File: config.mk
export PLATFORM = sky130hd
export DESIGN_NAME = priority_irq_ctrl
export DESIGN_NICKNAME = d
export VERILOG_FILES = /design/src/rtl/priority_irq_ctrl.sv
export SDC_FILE = /design/constraint.sdc
export NUM_CORES = 1
export LEC_CHECK = 0
export ABC_CLOCK_PERIOD_IN_PS = 1700
export CORE_UTILIZATION = 25
export CTS_CLUSTER_DIAMETER = 200
export DETAILED_ROUTE_END_ITERATION = 12
export MAX_ROUTING_LAYER = met4
export PLACE_DENSITY = 0.62
export SYNTH_ARGS = -nofsm -noshare
export SYNTH_HDL_FRONTEND = slang
export SYNTH_SLANG_ARGS = --single-unit
File: constraint.sdc
create_clock -name clk -period 1.7 [get_ports clk]
set_input_delay 0.17 -clock clk [delete_from_list [all_inputs] [get_ports clk]]
set_output_delay 0.17 -clock clk [all_outputs]
set_load 0.03 [all_outputs]
File: src/rtl/priority_irq_ctrl.sv
// priority_irq_ctrl: sticky-request priority encoder, fixed or round-robin, with a held valid/ready grant
module priority_irq_ctrl #(
    parameter int N = 8,
    parameter int RR_MODE = 0,
    localparam int W = $clog2(N)
) (
    input  logic         clk,
    input  logic         rst,
    input  logic [N-1:0] req,
    input  logic [N-1:0] mask,
    input  logic         out_ready,
    output logic         out_valid,
    output logic [W-1:0] out_idx,
    output logic [N-1:0] pending
);
    typedef enum logic {IDLE, GRANT} state_t;
    state_t state_q, state_d;
    logic [N-1:0] pending_q, pending_d, eligible;
    logic [W-1:0] out_idx_q, out_idx_d, ptr_q, ptr_d, sel, k;
    logic accept;
    always_comb begin
        eligible = pending_q & ~mask;
        sel = '0;
        k = '0;
        for (int i = 0; i < N; i++) begin
            if (RR_MODE == 0 && eligible[i]) sel = W'(i);
        end
        // descending from ptr with wrap; iterating far-to-near lets the nearest eligible line win
        for (int j = N - 1; j >= 0; j--) begin
            k = W'((int'(ptr_q) + N - j) % N);
            if (RR_MODE != 0 && eligible[k]) sel = k;
        end
        accept = state_q == GRANT && out_ready;
        pending_d = (pending_q & ~(accept ? N'(1) << out_idx_q : '0)) | req;
        state_d = state_q;
        out_idx_d = out_idx_q;
        ptr_d = ptr_q;
        if (state_q == IDLE && eligible != '0) begin
            state_d = GRANT;
            out_idx_d = sel;
        end
        if (accept) begin
            state_d = IDLE;
            ptr_d = RR_MODE != 0 ? (out_idx_q == '0 ? W'(N - 1) : out_idx_q - 1'b1) : ptr_q;
        end
    end
    always_ff @(posedge clk) begin
        if (rst) begin
            state_q <= IDLE;
            pending_q <= '0;
            out_idx_q <= '0;
            ptr_q <= W'(N - 1);
        end else begin
            state_q <= state_d;
            pending_q <= pending_d;
            out_idx_q <= out_idx_d;
            ptr_q <= ptr_d;
        end
    end
    assign out_valid = state_q == GRANT;
    assign out_idx = out_idx_q;
    assign pending = pending_q;
endmodule

== Word level (Yosys, flattened, before mapping) ==
Cells that the tools add are included.

* Register bits after elaboration: 12
* Bits in latches: 0
* RAM bits: 0
* ROM bits: 0
* Bits of input ports: 19
* Output and inout port bits: 12
* Word-level logic and storage cells: 22
* Memories: 0

* Add/sub/neg operators: 0
* Multipliers: 0
* Div/mod/pow operators: 0
* Magnitude comparators: 0
* Equal/unequal tests: 0
* Shift-type cells: 1
* Multiplexer cells: 8
* Bitwise logic cells: 6
* Reduce and logical (&&, ||, !) cells: 4

{| class="wikitable"
|+ Operators by type and width
! cell !! count
|-
| 8-bit bitwise AND || 2
|-
| 8-bit inverter || 2
|-
| 3-bit two-way mux || 4
|-
| 8-bit two-way mux || 1
|-
| 8-bit OR || 1
|-
| 8-bit nonzero test || 1
|-
| 1-bit by 3-bit left shift with 8-bit output, first input constant || 1
|-
| 2-bit two-way mux || 2
|-
| 1-bit logical AND || 2
|-
| 2-bit OR reduction || 1
|-
| 1-bit two-way mux || 1
|-
| 1-bit inverter || 1
|}

== Longest topological paths before layout ==
Gate-level depths: netlist of run 1.

* Depth in word-level cells: 9
* Depth in mapped cells: 5
* Gate-level depth less buffers: 4

== Worst setup path after synthesis of run 1 ==
Ideal clock, no wire load.

* Kind: flip-flop to flip-flop
* Start: reg pending_q[5], in the netlist pending[5]
* End: reg out_idx_q[1], in the netlist out_idx[1]
* Setup time: 0.121 ns
* Arrival: 1.378 ns
* Data required time: 1.579 ns
* Path slack: 0.201 ns
* Cell stages (with the launch flop): 5
* Path buffers: 0
* Clock period less this slack: 1.499 ns
* Path through: dfxtp_1 -> or2b_1 -> and4_4 -> a21oi_2 -> mux2_4

* Cells in the longest elaborated chain, start to end: 4

{| class="wikitable"
|+ Ends and longest elaborated chain
! element !! line !! RTL
|-
| start, declared || 18 || <nowiki>logic [N-1:0] pending_q, pending_d, eligible;</nowiki>
|-
| start signal, assigned || 55 || <nowiki>pending_q <= pending_d;</nowiki>
|-
| 8-bit bitwise AND * || 22 || <nowiki>eligible = pending_q & ~mask;</nowiki>
|-
| 3-bit two-way mux (3 in series) || 26 || <nowiki>if (RR_MODE == 0 && eligible[i]) sel = W'(i);</nowiki>
|-
| end signal, assigned || 56 || <nowiki>out_idx_q <= out_idx_d;</nowiki>
|-
| end, declared || 19 || <nowiki>logic [W-1:0] out_idx_q, out_idx_d, ptr_q, ptr_d, sel, k;</nowiki>
|}

Every way passes the cells marked *; elsewhere a longest branch is shown, timed or not.
A chain may end at the register's enable or synchronous reset.

== Final worst setup path of run 1 ==
* Start: reg out_idx_q[0], in the netlist out_idx[0]
* End: out out_idx[0]

{| class="wikitable"
|+ RTL lines
! element !! line !! RTL
|-
| end, declared || 13 || <nowiki>output logic [W-1:0] out_idx,</nowiki>
|}

No word-level cell between the ends.

==> impl_metrics.csv, run 1 <==
group,metric,value,unit
worst_setup_path,critPathMaxFanout,8,
synth,ys_seq_area_frac,0.395,
worst_setup_path,worst_path_largest_cell_delay,720,ps
finish,antenna_cells,0,
worst_setup_path,cp.required,1530,ps
worst_setup_path,rrSetupSlack,320,ps
sta,whs,423,ps
worst_setup_path,criticalPathCategory,"register to output pin",
finish,area_growth,62.6,%
finish,post-route-util,0.438,
synth,ys_ff_latch,12,
grt,grt_pass1_vias,597,
synth,syn_area,608,um2
sta,fin_worst_skew,0.533,ps
clock_tree,cts.sinks,12,
clock_tree,clk_latency,280,ps
synth,postSynthCellCount,73,
floorplan,boundaryPins,31,
sta,final-setup-viol-count,0,
clock_tree,post_cts_resized,0,
clock_tree,h-tree-depth,1,
routing,firstDrtPassIters,4,
synth,syn_avg_cell_area,8.33,um2
clock_tree,hold_buffers,0,
clock_tree,clock_path_buffers,2,
sta,finalCritPeriodShare,0.963,
worst_setup_path,cp_top_family,"buffers and inverters",
routing,post_drt_wl_per_cell,11.7,um
grt,grt_max_degree,14,
clock_tree,post_cts_buffers,0,
run,drv_cap,0,
worst_setup_path,cp_num_buf_inv,1,
sta,final.setup.tns,0,ps
routing,vias,646,
floorplan,die_h,51.3,um
placement,routabilityCongestion,0.819,
sta,timing.fmax,0.611,GHz
clock_tree,cts_made_buffers,3,
floorplan,die_area,0.00263,mm2
routing,drt-initial-drc-count,10,
clock_tree,clkSlewWorstSetupHoldPaths,80,ps
worst_setup_path,cp.arrival,1470,ps
grt,overflow,0,
routing,antenna_left,0,
sta,report.final.slew_viol_count,0,
sta,hold_violations,0,
floorplan,die_w,51.3,um
pwr,p_leak,0.396,nW
min_path,hold_class,"primary input to register",
synth,syn_nets,92,
clock_tree,cts_tree,"yes",
placement,numPortBuffers,30,
floorplan,rows,17,
worst_setup_path,path_cells,"clkdlybuf4s50_1",
pwr,peakVddDrop,0.422,mV
grt,antenna_found_initial,0,
clock_tree,cts-root-buf,"clkbuf_4",
routing,viasPerCell,4.79,
finish,layout-drive-gt1-share,0.103,
sta,slew_headroom,0.791,
worst_setup_path,slowest_stage,"clkdlybuf4s50_1",
worst_setup_path,cp-start-kind,"register",
synth,ys_types,27,
sta,fin_crit,1640,ps
floorplan,start_util,0.270,
floorplan,core,0.00225,mm2
synth,yosysWarnings,0,
finish,final_nets,127,
grt,track_usage,0.137,
status,status,"complete, no violations",
pwr,cellPowerDensity,819,mW/mm2
placement,dp.final_hpwl,1.23,mm
routing,totalWireLength,1.57,mm
sta,tightest_slew,313,ps
grt,grt_pass1_wl,2.53,mm
sta,rsz0062_at_grt,"no",
worst_setup_path,cp-end-kind,"output pin",
routing,drc_errors,0,
-- area by class of cell --
class                           instances  area [um2]
Sequential cell                        12         240
Inverter                                7        26.3
Fill cell                             247        1270
Clock buffer                            4        36.3
Multi-Input combinational cell         52         333
Tap cell                               28        35.0
Timing Repair Buffer                   32         318
-- synthesized netlist by cell type, drive strengths merged --
cell	number	area share
dfxtp	12	0.40
mux2	1	0.025
a31oi	2	0.021
buf	1	0.0082
nand3	1	0.0082
nand2	3	0.019
nand3b	1	0.012
and4	1	0.019
o21a	1	0.012
nor2b	4	0.053
clkbuf	1	0.0062
o21ai	9	0.074
o32ai	1	0.014
nor2	2	0.012
o211ai	1	0.012
or3	2	0.021
and4b	1	0.023
a41oi	1	0.014
nand2b	8	0.082
inv	7	0.043
and3	1	0.010
a21oi	10	0.088
or2b	1	0.012
a211o	1	0.014
-- cells by family after synthesis --
| family | share of synthesized area |
|---|---|
| compound gates | 0.251 |
| simple gates | 0.272 |
| flops | 0.395 |
| buf+inv | 0.0576 |
| mux | 0.0247 |
-- registers in the layout (all words and copies together), names as in the netlist --
| register | flops |
|---|---|
| pending | 8 |
| out_idx | 3 |
| out_valid | 1 |
-- per-stage QoR --
step / power, mW / setup WS (ps) / instance area (um2) / instances
finish: 0.810 / 63.1 / 988 / 135
floorplan: 0.471 / 201 / 608 / 73
detailed placement: 0.584 / 103 / 950 / 131
global placement: 0.583 / 120 / 950 / 131
CTS: 0.819 / 26.5 / 986 / 135
global route: 0.852 / 2.26 / 988 / 135
-- worst paths after layout --
check,startpoint,to,cells past startpoint
hold reg to reg,pending[1]$_SDFF_PP0_,pending[1]$_SDFF_PP0_,2
setup / recovery,out_idx[0]$_SDFFE_PP0P_,out_idx[0],1
hold / removal,req[5],pending[5]$_SDFF_PP0_,3
setup reg to reg,pending[5]$_SDFF_PP0_,out_idx[1]$_SDFFE_PP0P_,4
-- where the power goes --
group	leakage (nW)	total [mW]	switching, mW	internal (mW)
Sequential	0.100	0.337	0.0304	0.307
Clock	0.0210	0.233	0.102	0.131
Combinational	0.275	0.240	0.112	0.128
Total	0.396	0.810	0.245	0.565
-- layer usage --
metal | share of wire | vias to the layer above | wire length [um] | GRT usage
met3 | 0.057 | 5 | 90 | 0.0446
met1 | 0.44 | 299 | 691 | 0.144
met5 | 0 | - | 0 | -
met4 | 0.023 | 0 | 36 | 0.0811
li1 | - | 327 | - | -
met2 | 0.48 | 15 | 755 | 0.221
-- cells in the final DEF, fill, tap and decap left out, drive strengths merged, types with 2 or more instances in the layout --
cell	instances
dfxtp	12
a31oi	2
nand2	3
a21oi	10
clkbuf	4
or3	2
inv	7
buf	2
nand2b	8
clkdlybuf4s50	29
o21ai	9
nor2b	4
nor2	2
(Power assumes the default switching activity.)
==> inputs of run 2 (changes only) <==
--- a/config.mk
+++ b/config.mk
@@ -6,11 +6,12 @@
 export NUM_CORES = 1
 export LEC_CHECK = 0
 export ABC_CLOCK_PERIOD_IN_PS = 1700
-export CORE_UTILIZATION = 25
+export CORE_UTILIZATION = 38
 export CTS_CLUSTER_DIAMETER = 200
 export DETAILED_ROUTE_END_ITERATION = 12
+export GPL_TIMING_DRIVEN = 0
 export MAX_ROUTING_LAYER = met4
-export PLACE_DENSITY = 0.62
+export PLACE_DENSITY = 0.84
 export SYNTH_ARGS = -nofsm -noshare
 export SYNTH_HDL_FRONTEND = slang
 export SYNTH_SLANG_ARGS = --single-unit
==> impl_metrics.csv, run 2 (synthesis results as in run 1) <==
group,metric,value,unit
status,status,"complete, no violations",
grt,grt_max_degree,11,
pwr,cellPowerDensity,836,mW/mm2
routing,antenna_left,0,
routing,vias,660,
min_path,hold_end,"pending[5]$_SDFF_PP0_",
grt,grt_pass1_wl,2.36,mm
routing,firstDrtPassIters,4,
grt,track_usage,0.178,
min_path,min_delay_path_depth,3,
finish,area_growth,58.6,%
finish,layout-drive-gt1-share,0.0935,
placement,dp.final_hpwl,1.12,mm
placement,routabilityCongestion,0.768,
routing,viasPerCell,5.37,
routing,totalWireLength,1.45,mm
clock_tree,clkSlewWorstSetupHoldPaths,80,ps
min_path,hold_class,"primary input to register",
sta,slew_headroom,0.683,
worst_setup_path,worst_path_largest_cell_delay,710,ps
finish,final_cell_mix,"clkdlybuf4s50_1 (30), dfxtp_1 (12), a21oi_1 (9)",
pwr,power.total,0.806,mW
routing,post_drt_wl_per_cell,11.8,um
floorplan,die_h,42,um
routing,drc_errors,0,
clock_tree,h-tree-depth,1,
pwr,p_sw,0.241,mW
floorplan,start_util,0.404,
worst_setup_path,cp_top_family,"buffers and inverters",
clock_tree,cts-root-buf,"clkbuf_4",
sta,tightest_slew,476,ps
clock_tree,post_cts_buffers,0,
finish,post-route-util,0.640,
clock_tree,hold_buffers,0,
worst_setup_path,cp.required,1530,ps
sta,fin_crit,1600,ps
placement,numPortBuffers,30,
finish,num-fill-cells,129,
pwr,swShare,0.299,
floorplan,boundaryPins,31,
clock_tree,clock_path_buffers,2,
sta,report.final.slew_viol_count,0,
placement,postPlaceCellArea,928,um2
worst_setup_path,crit-reg2reg-launch,"pending[5]$_SDFF_PP0_",
clock_tree,post_cts_resized,0,
worst_setup_path,cp-start-kind,"register",
pwr,seq_power_share,0.411,
worst_setup_path,cp-end-kind,"output pin",
floorplan,die_w,42,um
min_path,hold_path_startpoint,"req[5]",
worst_setup_path,slowest_stage,"clkdlybuf4s50_1",
routing,drt-initial-drc-count,21,
worst_setup_path,crit_cells,1,
grt,grt_pass1_vias,573,
finish,antenna_cells,0,
finish,final_area,965,um2
sta,final.setup.tns,0,ps
worst_setup_path,cp_num_buf_inv,1,
pwr,comb_power_share,0.304,
worst_setup_path,cp.arrival,1430,ps
floorplan,die_area,0.00176,mm2
sta,fin_worst_skew,7.46,ps
grt,overflow,0,
pwr,p_int,0.565,mW
finish,largest_register_ffs,8,
finish,final_nets,127,
run,drv_cap,0,
pwr,peakVddDrop,0.449,mV
floorplan,rows,14,
pwr,p_leak,0.381,nW
clock_tree,clk_latency,280,ps
pwr,clkPwrFrac,0.285,
sta,rsz0062_at_grt,"no",
floorplan,core,0.00151,mm2
worst_setup_path,criticalPathCategory,"register to output pin",
sta,hold_violations,0,
worst_setup_path,rrSetupSlack,340,ps
worst_setup_path,rr_endpoint,"out_idx[1]$_SDFFE_PP0P_",
sta,finalCritPeriodShare,0.944,
finish,mostFrequentLayoutCell,"clkdlybuf4s50_1",
sta,timing.fmax,0.623,GHz
clock_tree,cts.sinks,12,
clock_tree,cts_made_buffers,3,
worst_setup_path,critPathMaxFanout,8,
grt,antenna_found_initial,0,
sta,final-setup-viol-count,0,
clock_tree,cts_tree,"yes",
worst_setup_path,worst-r2r-cell-count,4,
worst_setup_path,path_cells,"clkdlybuf4s50_1",
## run 2: changes by cell type in the layout (fill, tap and decap cells not counted), sizes merged
cell,previous run,this run
clkbuf,4,5
dlymetal6s2s,1,0
clkdlybuf4s50,29,30
buf,2,1
## run 2: worst max path at each step
stage	endpoint	slack, ps	start
after global routing	out_idx[0]	20	out_idx[0]$_SDFFE_PP0P_
after floorplan	out_idx[1]$_SDFFE_PP0P_	200	pending[5]$_SDFF_PP0_
after detailed placement	out_idx[1]$_SDFFE_PP0P_	110	mask[2]
after CTS	out_idx[0]	90	out_idx[0]$_SDFFE_PP0P_
final	out_idx[0]	100	out_idx[0]$_SDFFE_PP0P_
after global placement	out_idx[1]$_SDFFE_PP0P_	110	mask[5]
## run 2: area by class of cell
cell class	count	area (um2)	share of cell area
plain buffers	2	8.76	0.00908
clock buffers	4	36.3	0.0376
inverters	7	26.3	0.0272
multi-input cells	52	333	0.345
flip-flops and latches	12	240	0.249
well taps	16	20.0	0.0208
repair buffers	30	300	0.311
## run 2: per-layer routing
layer,up-vias,GRT usage,routed length [um]
li1,324,-,-
met1,306,0.212,606
met2,25,0.281,727
met3,5,0.0388,92
met4,0,0.0903,24
met5,-,-,0
## run 2: power groups by stage
| stage | clock, mW | combinational [mW] | sequential, mW |
|---|---|---|---|
| after global routing | 0.251 | 0.260 | 0.337 |
| final | 0.230 | 0.245 | 0.331 |
| after floorplan | 0 | 0.0880 | 0.383 |
| after global placement | 0 | 0.242 | 0.337 |
| after CTS | 0.234 | 0.246 | 0.331 |
| after detailed placement | 0 | 0.245 | 0.337 |
## run 2: stage by stage
stage                     instances  worst slack [ps]  hold slack, ps
final                           123              95.2             421
after global routing            123              17.6             434
after CTS                       123              92.1             418
after detailed placement        119               112             484
after global placement          119               107             476
after floorplan                  73               201             287
## run 2: worst register-to-register path: stages, from the launching register on
cell	delay, ps
dfxtp_1	340
or2b_1	260
and4_4	180
a21oi_2	160
mux2_4	310
==> inputs of run 3 (changes only) <==
--- a/config.mk
+++ b/config.mk
@@ -8,6 +8,7 @@
 export ABC_CLOCK_PERIOD_IN_PS = 1700
 export CORE_UTILIZATION = 38
 export CTS_CLUSTER_DIAMETER = 200
+export CTS_CLUSTER_SIZE = 40
 export DETAILED_ROUTE_END_ITERATION = 12
 export GPL_TIMING_DRIVEN = 0
 export MAX_ROUTING_LAYER = met4
==> results of run 3 <==
The final DEF is identical to that of run 2; final timing and power are the same.
